===== src/rtl/esl_pkg.sv =====
// Shared types and helpers for the ESL stochastic-to-binary back ends.
package esl_pkg;

  typedef enum logic [1:0] {IDLE, ACCUM, DIVIDE, DONE} esl_dec_state_t;

  localparam int DEFAULT_BIN_LEN = 4;
  localparam int DEFAULT_FRAC_BITS = 8;
  localparam int N = 1 << DEFAULT_BIN_LEN;
  localparam int QW = DEFAULT_BIN_LEN + 1 + DEFAULT_FRAC_BITS;

  function automatic int signed_max(input int width);
    return (1 << (width - 1)) - 1;
  endfunction

  function automatic int signed_min(input int width);
    return -(1 << (width - 1));
  endfunction

endpackage


===== src/rtl/esl_seq_divider.sv =====
// Unsigned restoring divider, one quotient bit per cycle; done pulses after DIVIDEND_W steps.
module esl_seq_divider #(
  parameter int DIVIDEND_W = 13,
  parameter int DIVISOR_W  = 5
) (
  input  logic                  clock,
  input  logic                  reset,
  input  logic                  start,
  input  logic [DIVIDEND_W-1:0] dividend,
  input  logic [DIVISOR_W-1:0]  divisor,
  output logic                  done,
  output logic [DIVIDEND_W-1:0] quotient
);
  localparam int CNT_W = $clog2(DIVIDEND_W + 1);

  logic [DIVISOR_W-1:0] rem;
  logic [CNT_W-1:0]     cnt;
  logic                 active;
  logic [DIVISOR_W:0]   rem_sh;
  logic [DIVISOR_W:0]   trial;
  logic                 fits;

  // The quotient register doubles as the dividend shift register.
  always_comb begin
    rem_sh = {rem, quotient[DIVIDEND_W-1]};
    trial  = rem_sh - {1'b0, divisor};
    fits   = (rem_sh >= {1'b0, divisor});
  end

  always_ff @(posedge clock) begin
    if (reset) begin
      rem      <= '0;
      cnt      <= '0;
      active   <= 1'b0;
      done     <= 1'b0;
      quotient <= '0;
    end else begin
      done <= 1'b0;
      if (start) begin
        quotient <= dividend;
        rem      <= '0;
        cnt      <= CNT_W'(DIVIDEND_W);
        active   <= 1'b1;
      end else if (active) begin
        quotient <= {quotient[DIVIDEND_W-2:0], fits};
        rem      <= fits ? trial[DIVISOR_W-1:0] : rem_sh[DIVISOR_W-1:0];
        cnt      <= cnt - 1'b1;
        if (cnt == CNT_W'(1)) begin
          active <= 1'b0;
          done   <= 1'b1;
        end
      end
    end
  end

endmodule


===== src/rtl/esl_stream_decoder.sv =====
// Counts ones on a bipolar ESL stream pair over one window, then divides the
// bipolar counts into a saturated signed fixed-point result on valid/ready.
module esl_stream_decoder
  import esl_pkg::*;
#(
  parameter int BIN_LEN   = 4,
  parameter int OUT_W     = 16,
  parameter int FRAC_BITS = 8
) (
  input  logic             clock,
  input  logic             reset,
  input  logic             enable,
  input  logic             start,
  input  logic             in_x,
  input  logic             in_y,
  output logic             busy,
  output logic             out_valid,
  input  logic             out_ready,
  output logic [OUT_W-1:0] out_data,
  output logic             div_zero,
  output logic             saturated
);
  localparam int WIN   = 1 << BIN_LEN;
  localparam int DQW   = BIN_LEN + 1 + FRAC_BITS;
  localparam int CNTW  = BIN_LEN + 1;
  localparam int SW    = BIN_LEN + 2;
  localparam int MAXV  = signed_max(OUT_W);
  localparam int CW    = (DQW > OUT_W) ? DQW : OUT_W;
  localparam logic [CNTW-1:0] LAST = CNTW'(WIN - 1);

  esl_dec_state_t  state;
  logic [CNTW-1:0] cnt_x, cnt_y, win_cnt;
  logic            setup, sign;

  logic [SW-1:0]    num, den, num_abs, den_abs;
  logic [DQW-1:0]   dividend, quotient;
  logic [CNTW-1:0]  divisor;
  logic             div_start, div_done;
  logic [CW-1:0]    quo_ext;
  logic             ovf;
  logic [OUT_W-1:0] mag_clip, res_div, res_max, res_min;

  // Bipolar counts 2*cnt - N; the MSB is the sign.
  always_comb begin
    num       = {cnt_x, 1'b0} - SW'(WIN);
    den       = {cnt_y, 1'b0} - SW'(WIN);
    num_abs   = num[SW-1] ? (~num + 1'b1) : num;
    den_abs   = den[SW-1] ? (~den + 1'b1) : den;
    dividend  = DQW'({num_abs, {FRAC_BITS{1'b0}}});
    divisor   = CNTW'(den_abs);
    div_start = (state == DIVIDE) && setup && (den != '0) && (num != '0);
    quo_ext   = CW'(quotient);
    ovf       = (quo_ext > CW'(MAXV));
    mag_clip  = ovf ? OUT_W'(MAXV) : OUT_W'(quo_ext);
    res_div   = sign ? (~mag_clip + 1'b1) : mag_clip;
    res_max   = OUT_W'(MAXV);
    res_min   = ~res_max + 1'b1;
  end

  esl_seq_divider #(
    .DIVIDEND_W(DQW),
    .DIVISOR_W (CNTW)
  ) u_div (
    .clock   (clock),
    .reset   (reset),
    .start   (div_start),
    .dividend(dividend),
    .divisor (divisor),
    .done    (div_done),
    .quotient(quotient)
  );

  always_ff @(posedge clock) begin
    if (reset) begin
      state     <= IDLE;
      busy      <= 1'b0;
      out_valid <= 1'b0;
      out_data  <= '0;
      div_zero  <= 1'b0;
      saturated <= 1'b0;
      cnt_x     <= '0;
      cnt_y     <= '0;
      win_cnt   <= '0;
      setup     <= 1'b0;
      sign      <= 1'b0;
    end else begin
      case (state)
        IDLE: begin
          if (start) begin
            state   <= ACCUM;
            busy    <= 1'b1;
            cnt_x   <= '0;
            cnt_y   <= '0;
            win_cnt <= '0;
          end
        end
        ACCUM: begin
          if (enable) begin
            cnt_x   <= cnt_x + CNTW'(in_x);
            cnt_y   <= cnt_y + CNTW'(in_y);
            win_cnt <= win_cnt + 1'b1;
            if (win_cnt == LAST) begin
              state <= DIVIDE;
              setup <= 1'b1;
            end
          end
        end
        DIVIDE: begin
          if (setup) begin
            setup <= 1'b0;
            sign  <= num[SW-1] ^ den[SW-1];
            // Degenerate cases finish immediately without running the divider.
            if (den == '0) begin
              out_data  <= num[SW-1] ? res_min : res_max;
              div_zero  <= 1'b1;
              saturated <= 1'b1;
              out_valid <= 1'b1;
              busy      <= 1'b0;
              state     <= DONE;
            end else if (num == '0) begin
              out_data  <= '0;
              div_zero  <= 1'b0;
              saturated <= 1'b0;
              out_valid <= 1'b1;
              busy      <= 1'b0;
              state     <= DONE;
            end
          end else if (div_done) begin
            out_data  <= res_div;
            div_zero  <= 1'b0;
            saturated <= ovf;
            out_valid <= 1'b1;
            busy      <= 1'b0;
            state     <= DONE;
          end
        end
        DONE: begin
          if (out_ready) begin
            out_valid <= 1'b0;
            if (start) begin
              state   <= ACCUM;
              busy    <= 1'b1;
              cnt_x   <= '0;
              cnt_y   <= '0;
              win_cnt <= '0;
            end else begin
              state <= IDLE;
            end
          end
        end
        default: state <= IDLE;
      endcase
    end
  end

endmodule


===== config.mk =====
export PLATFORM = sky130hd
export DESIGN_NAME = esl_stream_decoder
export DESIGN_NICKNAME = d
export VERILOG_FILES = /design/src/rtl/esl_pkg.sv /design/src/rtl/esl_seq_divider.sv /design/src/rtl/esl_stream_decoder.sv
export SDC_FILE = /design/constraint.sdc
export NUM_CORES = 1
export LEC_CHECK = 0
export ABC_CLOCK_PERIOD_IN_PS = 2160
export BUFFER_PORTS_ARGS = -buffer_cell sky130_fd_sc_hd__buf_2
export CORE_UTILIZATION = 33
export DETAILED_ROUTE_END_ITERATION = 7
export PLACE_DENSITY_LB_ADDON = 0.12
export SLEW_MARGIN = 20
export SYNTH_ARGS = -nofsm -noshare
export SYNTH_HDL_FRONTEND = slang
export SYNTH_HIERARCHICAL = 1
export SYNTH_SLANG_ARGS = --single-unit

===== constraint.sdc =====
create_clock -name clock -period 2.16 [get_ports clock]
set_input_delay 0.216 -clock clock [delete_from_list [all_inputs] [get_ports clock]]
set_output_delay 0.216 -clock clock [all_outputs]
set_load 0.02 [all_outputs]

==> results.txt, run 1 <==
----------------------------------------------------
[Pwr]
  PwrDens ... 738 nW/um2
  Leak ... 1.70 nW
  Share of total power in the clock network ... 33.1%
  Comb pwr share ... 28.3%
  Switching portion of total power ... 31.5%
  Design internal power ... 2.20 mW
  Maximum resistive drop on vdd ... 0.333 mV
  Switching power of the nets ... 1.01 mW
  Total power after layout ... 3.21 mW
  Part of the power in registers ... 38.6%

[Run status]
  Run status ... complete, no violations

[Job]
  Max-capacitance violation count ... 0

[Clocking]
  Worst-path clk slew ... 0.07 ns
  Number of sinks driven by the clock tree ... 62
  TritonCTS clock tree ... built
  Skew-Pair Late Insertion Delay ... 0.34 ns
  CTS buffer count ... 9
  H-tree depth ... 3
  Root buffer selected by CTS ... sky130_fd_sc_hd__clkbuf_8
  Deepest clock path buffer count ... 2

[STA]
  Max transition margin ... 64.9%
  Worst-case hold slack ... 0.183 ns
  Final critical-path share of the clock period ... 95.7%
  Number of failing setup endpoints in the final timing report ... 0
  Least-Margin Pin Slew ... 0.527 ns
  RSZ-0062 raised after global routing ... yes
  Final count of hold timing violations ... 0
  Highest Clock Rate ... 484 MHz
  Clock Skew ... 0.0121 ns
  Final Max Slew Viols ... 0
  Sum Neg Setup Slack ... 0 ns
  Minimum period implied by the final worst setup slack ... 2.07 ns

[Setup path]
  Crit-path slowest cell ... sky130_fd_sc_hd__a2111o_1
  R2r startpoint ... cnt_y[0]
  Cell Chain, Critical Path ... inv_1 -> ha_1 -> nand2b_1 -> xnor2_1 -> inv_1 -> ha_4 -> nor3_2 -> o21ai_2 -> buf_4 -> a2111o_1 -> nand3_1
  Buffer and inverter count on the worst path ... 3
  Startpoint type of the worst setup path ... flop
  Largest incremental delay on the critical path ... 0.36 ns
  Number of cells traversed by the worst register-to-register path ... 11
  Worst setup startpoint ... cnt_y[0]
  Count of cell instances traversed by the critical path ... 11
  Maximum fanout count along the critical path ... 9
  Required time reported for the critical path endpoint ... 2.44 ns
  Most used cell along the critical path ... sky130_fd_sc_hd__inv_1
  Endpoint kind of the worst setup timing path ... flop
  Category of cells accounting for the largest share of critical-path delay ... compound AO/OA/AOI/OAI gates
  CP arrival ... 2.35 ns
  Startpoint-to-endpoint class of the critical path ... reg2reg

[Placement]
  Placed instance count ... 614
  DP Wirelength ... 5990 um
  Placed instance area ... 4080 um2
  Final RePlAce weighted congestion ... 0.828
  Number of I/O port buffers ... 26

[Synth]
  Number of cells produced by synthesis ... 436
  Synth Area in Adders ... 7.67%
  EDFF count, synth ... 0
  Cell types occupying the most area after synthesis ... sky130_fd_sc_hd__dfxtp_1 (34%), sky130_fd_sc_hd__nor2_1 (7.6%), sky130_fd_sc_hd__ha_1 (7.1%)
  Post-synthesis register bit count ... 62
  Post-Synth Simple-Gate Area ... 23.1%
  Synth Flop Type ... sky130_fd_sc_hd__dfxtp_1
  Summed instance area of the synthesized netlist ... 3690 um2
  Most frequent cell after synthesis ... sky130_fd_sc_hd__nor2_1
  Ys async rst share ... 0%
  Number of different library cells in the post-synthesis netlist ... 65
  Sequential-to-total area share from yosys stat ... 33.6%
  Most common library cells after synthesis ... sky130_fd_sc_hd__nor2_1 (75), sky130_fd_sc_hd__dfxtp_1 (62), sky130_fd_sc_hd__inv_1 (29)
  Cell accounting for the most synthesized area ... sky130_fd_sc_hd__dfxtp_1
  Ys Warns ... 6
  Multiplexer share of the synthesized area ... 6.07%
  Fraction of post-synthesis cell area in the top cell type by area ... 33.6%
  Xor and xnor area share after synthesis ... 5.46%
  Average size of a mapped cell ... 8.46 um2
  Main combinational cell family by area after synthesis ... simple AND/OR/NAND/NOR gates
  Synth Area in Compound Gates ... 17.2%

[Final layout]
  Final cell count without fillers ... 631
  Diodes inserted ... 0
  Layout net count ... 515
  Share of layout cells above drive strength 1 ... 20.2%
  Post-Layout Inst Area ... 4350 um2
  Area Growth Syn to Fin ... 17.9%

[GRT]
  Number of global-route vias before repair ... 2947
  Largest net degree at the start of global routing ... 25
  GR Util met1 ... 20.1%
  GRT Max-Usage Layer ... met2
  Antenna violations before repair ... 0
  Global-route wire length before repair ... 14100 um
  Met2 track demand over resource in global routing ... 24.8%
  Remaining global-route overflow ... 0
  Combined global-route utilization of all metal layers ... 15.4%
  Met3 usage in global routing ... 2.54%

[Min path]
  Hold depth ... 3
  Hold Crit Class ... in2reg
  Worst hold path startpoint ... enable

[Floorplanning]
  Overall die height ... 108 um
  Die footprint ... 11600 um2
  Number of I/O pins ... 27
  Row count ... 38
  Initial standard-cell utilization of the core ... 33.9%
  Die Width ... 108 um
  Floorplan Core Area ... 10900 um2

[Drt]
  Number of remaining DRC errors ... 0
  Post-DR wirelength/cell ... 13.1 um
  Via/cell ratio ... 4.93
  Detailed Routing Iterations Pass 1 ... 4
  DRT antenna net count ... 0
  Overall via count from detail_route ... 3111
  Post-Route WL ... 8250 um
  Initial DRC Count ... 127

----------------------------------------------------
## per-layer routing
layer | vias to the layer above | share of wire (%)
li1 | 1624 | -
met1 | 1441 | 51
met2 | 38 | 45
met3 | 8 | 2.2
met4 | 0 | 1.2
met5 | - | 0
## state kept, by name (all words and copies together), names as in the netlist
signal,cells
win_cnt,5
u_div/cnt,4
u_div/rem,5
cnt_y,5
u_div/done,1
out_data,16
u_div/active,1
cnt_x,5
out_valid,1
setup,1
busy,1
saturated,1
state,2
sign,1
u_div/quotient,13
## path summary, 6_finish.rpt
path,endpoint,slack (ns)
setup reg to reg,u_div/rem[0],0.09
setup / recovery,u_div/rem[0],0.09
hold reg to reg,setup,0.48
hold / removal,setup,0.18
## worst register-to-register path, stage by stage, from the launching register on
cell and delay [ns]:
sky130_fd_sc_hd__dfxtp_2 0.34, sky130_fd_sc_hd__inv_1 0.05, sky130_fd_sc_hd__ha_1 0.20, sky130_fd_sc_hd__nand2b_1 0.15, sky130_fd_sc_hd__xnor2_1 0.14, sky130_fd_sc_hd__inv_1 0.09
sky130_fd_sc_hd__ha_4 0.17, sky130_fd_sc_hd__nor3_2 0.19, sky130_fd_sc_hd__o21ai_2 0.07, sky130_fd_sc_hd__buf_4 0.16, sky130_fd_sc_hd__a2111o_1 0.36, sky130_fd_sc_hd__nand3_1 0.08
## layout make-up
class                           instances  area (um2)
Multi-Input combinational cell        331        2280
Clock buffer                           12         155
Fill cell                            1162        6540
Clock inverter                          4        45.0
Sequential cell                        62        1240
Inverter                               29         109
Tap cell                              140         175
Timing Repair Buffer                   53         337
## power groups by stage
stage	clock network, mW	logic (mW)	registers [mW]
2_1_floorplan	0	0.653	1.27
6_report	1.06	0.909	1.24
3_3_place_gp	0	0.854	1.26
4_1_cts	1.10	0.864	1.24
5_1_grt	1.16	1.02	1.25
3_5_place_dp	0	0.860	1.26
## metrics by stage
| step | worst slack [ns] | util [%] |
|---|---|---|
| 4_1_cts | 0.0116 | 39.3 |
| 3_3_place_gp | 0.0487 | 37.5 |
| 6_report | 0.0920 | 39.9 |
| 2_1_floorplan | 0.0278 | - |
| 5_1_grt | -0.0797 | 39.9 |
| 3_5_place_dp | 0.00604 | 37.5 |
## cell usage in the layout (no fill, tap or decap), types with 10 or more instances in the layout
| cell | synthesis | layout |
|---|---|---|
| sky130_fd_sc_hd__a21oi_1 | 27 | 27 |
| sky130_fd_sc_hd__mux2i_1 | 21 | 21 |
| sky130_fd_sc_hd__ha_1 | 21 | 19 |
| sky130_fd_sc_hd__nor2_1 | 75 | 74 |
| sky130_fd_sc_hd__a211oi_1 | 15 | 15 |
| sky130_fd_sc_hd__nand2_1 | 19 | 19 |
| sky130_fd_sc_hd__inv_1 | 29 | 29 |
| sky130_fd_sc_hd__clkbuf_8 | 0 | 11 |
| sky130_fd_sc_hd__o21ai_0 | 12 | 11 |
| sky130_fd_sc_hd__conb_1 | 1 | 10 |
| sky130_fd_sc_hd__buf_4 | 4 | 26 |
| sky130_fd_sc_hd__xnor2_1 | 18 | 17 |
| sky130_fd_sc_hd__dfxtp_1 | 62 | 60 |
| sky130_fd_sc_hd__buf_2 | 5 | 26 |
## cell families after synthesis
group | Yosys count
AO/OA/AOI/OAI | 92
multiplexers | 22
buffers and inverters | 52
adder cells (fa/ha/maj) | 22
other | 1
flip-flops | 62
AND/OR/NAND/NOR | 162
XOR/XNOR | 23
## what timing repair did
item | CTS | global route
gates resized for setup | 0 | 13
hold buffers | 0 | 0
setup endpoints to repair | 0 | 16
setup buffers | 0 | 1
(Power assumes the default switching activity.)
==> run 2: changes to the inputs <==
Settings changed: CTS_BUF_LIST from default to sky130_fd_sc_hd__clkbuf_8, CTS_CLUSTER_DIAMETER from default to 100, GPL_TIMING_DRIVEN from default to 1.
==> run 2 against run 1 <==
  * Combinational power barely moved
  * Non-clock buffer count did not move
  * Highest routed layer unchanged
  * Global-route usage did not move
==> results.txt, run 2 (synthesis gave the netlist of run 1 again) <==
----------------------------------------------------
[Run status]
  Run status ... complete, no violations

[Setup path]
  Maximum fanout count along the critical path ... 9
  Required time reported for the critical path endpoint ... 2.44 ns
  Startpoint type of the worst setup path ... flop
  Most used cell along the critical path ... sky130_fd_sc_hd__inv_1
  Crit-path slowest cell ... sky130_fd_sc_hd__a2111o_1
  Endpoint kind of the worst setup timing path ... flop
  Startpoint-to-endpoint class of the critical path ... reg2reg
  CP arrival ... 2.35 ns
  Cell Chain, Critical Path ... inv_1 -> ha_1 -> nand2b_1 -> xnor2_1 -> inv_1 -> ha_4 -> nor3_2 -> o21ai_2 -> buf_4 -> a2111o_1 -> nand3_1
  Largest incremental delay on the critical path ... 0.36 ns
  Category of cells accounting for the largest share of critical-path delay ... compound AO/OA/AOI/OAI gates
  Buffer and inverter count on the worst path ... 3

[STA]
  Max transition margin ... 64.9%
  Final critical-path share of the clock period ... 95.7%
  Final Max Slew Viols ... 0
  Minimum period implied by the final worst setup slack ... 2.07 ns
  Worst-case hold slack ... 0.183 ns
  Sum Neg Setup Slack ... 0 ns
  Final count of hold timing violations ... 0
  Highest Clock Rate ... 484 MHz
  Number of failing setup endpoints in the final timing report ... 0
  Clock Skew ... 0.0118 ns
  Least-Margin Pin Slew ... 0.527 ns
  RSZ-0062 raised after global routing ... yes
  PnR worst setup slack ... 0.0922 ns

[Floorplanning]
  Die Width ... 108 um
  Die footprint ... 11600 um2
  Initial standard-cell utilization of the core ... 33.9%
  Floorplan Core Area ... 10900 um2
  Number of I/O pins ... 27
  Row count ... 38
  Overall die height ... 108 um

[Placement]
  Placed instance count ... 614
  Pre-CTS setup slack ... 0.00604 ns
  Number of I/O port buffers ... 26
  DP Wirelength ... 5990 um
  Final RePlAce weighted congestion ... 0.828

[Pwr]
  Total power after layout ... 3.21 mW
  Leak ... 1.70 nW
  Maximum resistive drop on vdd ... 0.333 mV
  PwrDens ... 737 nW/um2

[Drt]
  Top layer in use ... met4
  Via/cell ratio ... 4.93
  Number of remaining DRC errors ... 0
  Met3 Wirelength ... 180 um
  DRT antenna net count ... 0
  Detailed Routing Iterations Pass 1 ... 4
  Post-Route WL ... 8250 um
  Met2 WL ... 3730 um
  Wl on met1 ... 4240 um
  Overall via count from detail_route ... 3113
  Post-DR wirelength/cell ... 13.1 um
  Initial DRC Count ... 128

[Clocking]
  Number of sinks driven by the clock tree ... 62
  Skew-Pair Late Insertion Delay ... 0.34 ns
  Number of buffers inserted by hold repair at cts ... 0
  Root buffer selected by CTS ... sky130_fd_sc_hd__clkbuf_8
  CTS buffer count ... 9
  Worst-path clk slew ... 0.07 ns
  Deepest clock path buffer count ... 2
  H-tree depth ... 3
  TritonCTS clock tree ... built

[GRT]
  Number of global-route vias before repair ... 2947
  Combined global-route utilization of all metal layers ... 15.4%
  Antenna violations before repair ... 0
  Remaining global-route overflow ... 0
  Global-route wire length before repair ... 14100 um
  Largest net degree at the start of global routing ... 25

[Final layout]
  Most flops, register ... out_data
  Commonest non-fill, non-tap cells in the layout ... sky130_fd_sc_hd__nor2_1 (74), sky130_fd_sc_hd__dfxtp_1 (60), sky130_fd_sc_hd__inv_1 (30)
  Fillers ... 1162
  Layout net count ... 515
  Share of layout cells above drive strength 1 ... 20.2%
  Diodes inserted ... 0
  Area Growth Syn to Fin ... 17.9%
  Largest registers ... out_data (16), u_div/quotient (13)
  Most common cell after layout, fill and taps aside ... sky130_fd_sc_hd__nor2_1
  Max FFs per register ... 16
  Final cell count without fillers ... 631

[Job]
  Max-capacitance violation count ... 0

[Min path]
  Hold Crit Class ... in2reg

----------------------------------------------------
-- run 2: cell types whose count changed in the layout (fill, tap and decap cells not counted) --
cell and change:
sky130_fd_sc_hd__clkbuf_1 -1, sky130_fd_sc_hd__inv_1 +1
-- run 2: area by class of cell --
| type | count | area [um2] | share of cell area [%] |
|---|---|---|---|
| multi-input combinational | 331 | 2280 | 52.5 |
| sequential | 62 | 1240 | 28.6 |
| timing repair buffer | 53 | 337 | 7.74 |
| tap | 140 | 175 | 4.03 |
| clock buffer | 11 | 151 | 3.48 |
| inverter | 29 | 109 | 2.50 |
| clock inverter | 5 | 48.8 | 1.12 |
-- run 2: final timing paths --
| kind | cells after the start | start | endpoint | slack, ns |
|---|---|---|---|---|
| setup / recovery | 11 | cnt_y[0] | u_div/rem[0] | 0.09 |
| hold / removal | 3 | enable | setup | 0.18 |
| setup reg to reg | 11 | cnt_y[0] | u_div/rem[0] | 0.09 |
| hold reg to reg | 2 | setup | setup | 0.48 |
-- run 2: worst register-to-register path: cells and delay by family (launching register included) --
kind / cells / cell delay, ns
AO/OA/AOI/OAI: 2 / 0.43
AND/OR/NAND/NOR: 3 / 0.42
adder cells (fa/ha/maj): 2 / 0.37
flip-flops: 1 / 0.34
buffers and inverters: 3 / 0.30
XOR/XNOR: 1 / 0.14
-- run 2: per-stage QoR --
step                utilization [%]  area [um2]
CTS                            39.3        4280
global route                   39.9        4350
global placement               37.5        4080
finish                         39.9        4350
floorplan                         -        3720
detailed placement             37.5        4080
-- run 2: power by group --
group	total (mW)	switching, mW	internal [mW]
Clock	1.06	0.470	0.586
Combinational	0.909	0.500	0.409
Sequential	1.24	0.0398	1.20
-- run 2: layer usage --
metal / vias up / GRT usage (%)
met5: - / 0
met4: 0 / 6.46
met3: 8 / 2.54
met2: 38 / 24.8
met1: 1442 / 20.1
li1: 1625 / -
-- run 2: what timing repair did --
item | 4_1_cts | 5_1_grt
buffers inserted | 0 | 1
endpoints found under the setup margin | 0 | 16
endpoints found under the hold margin | 0 | 0
resized for setup | 0 | 13
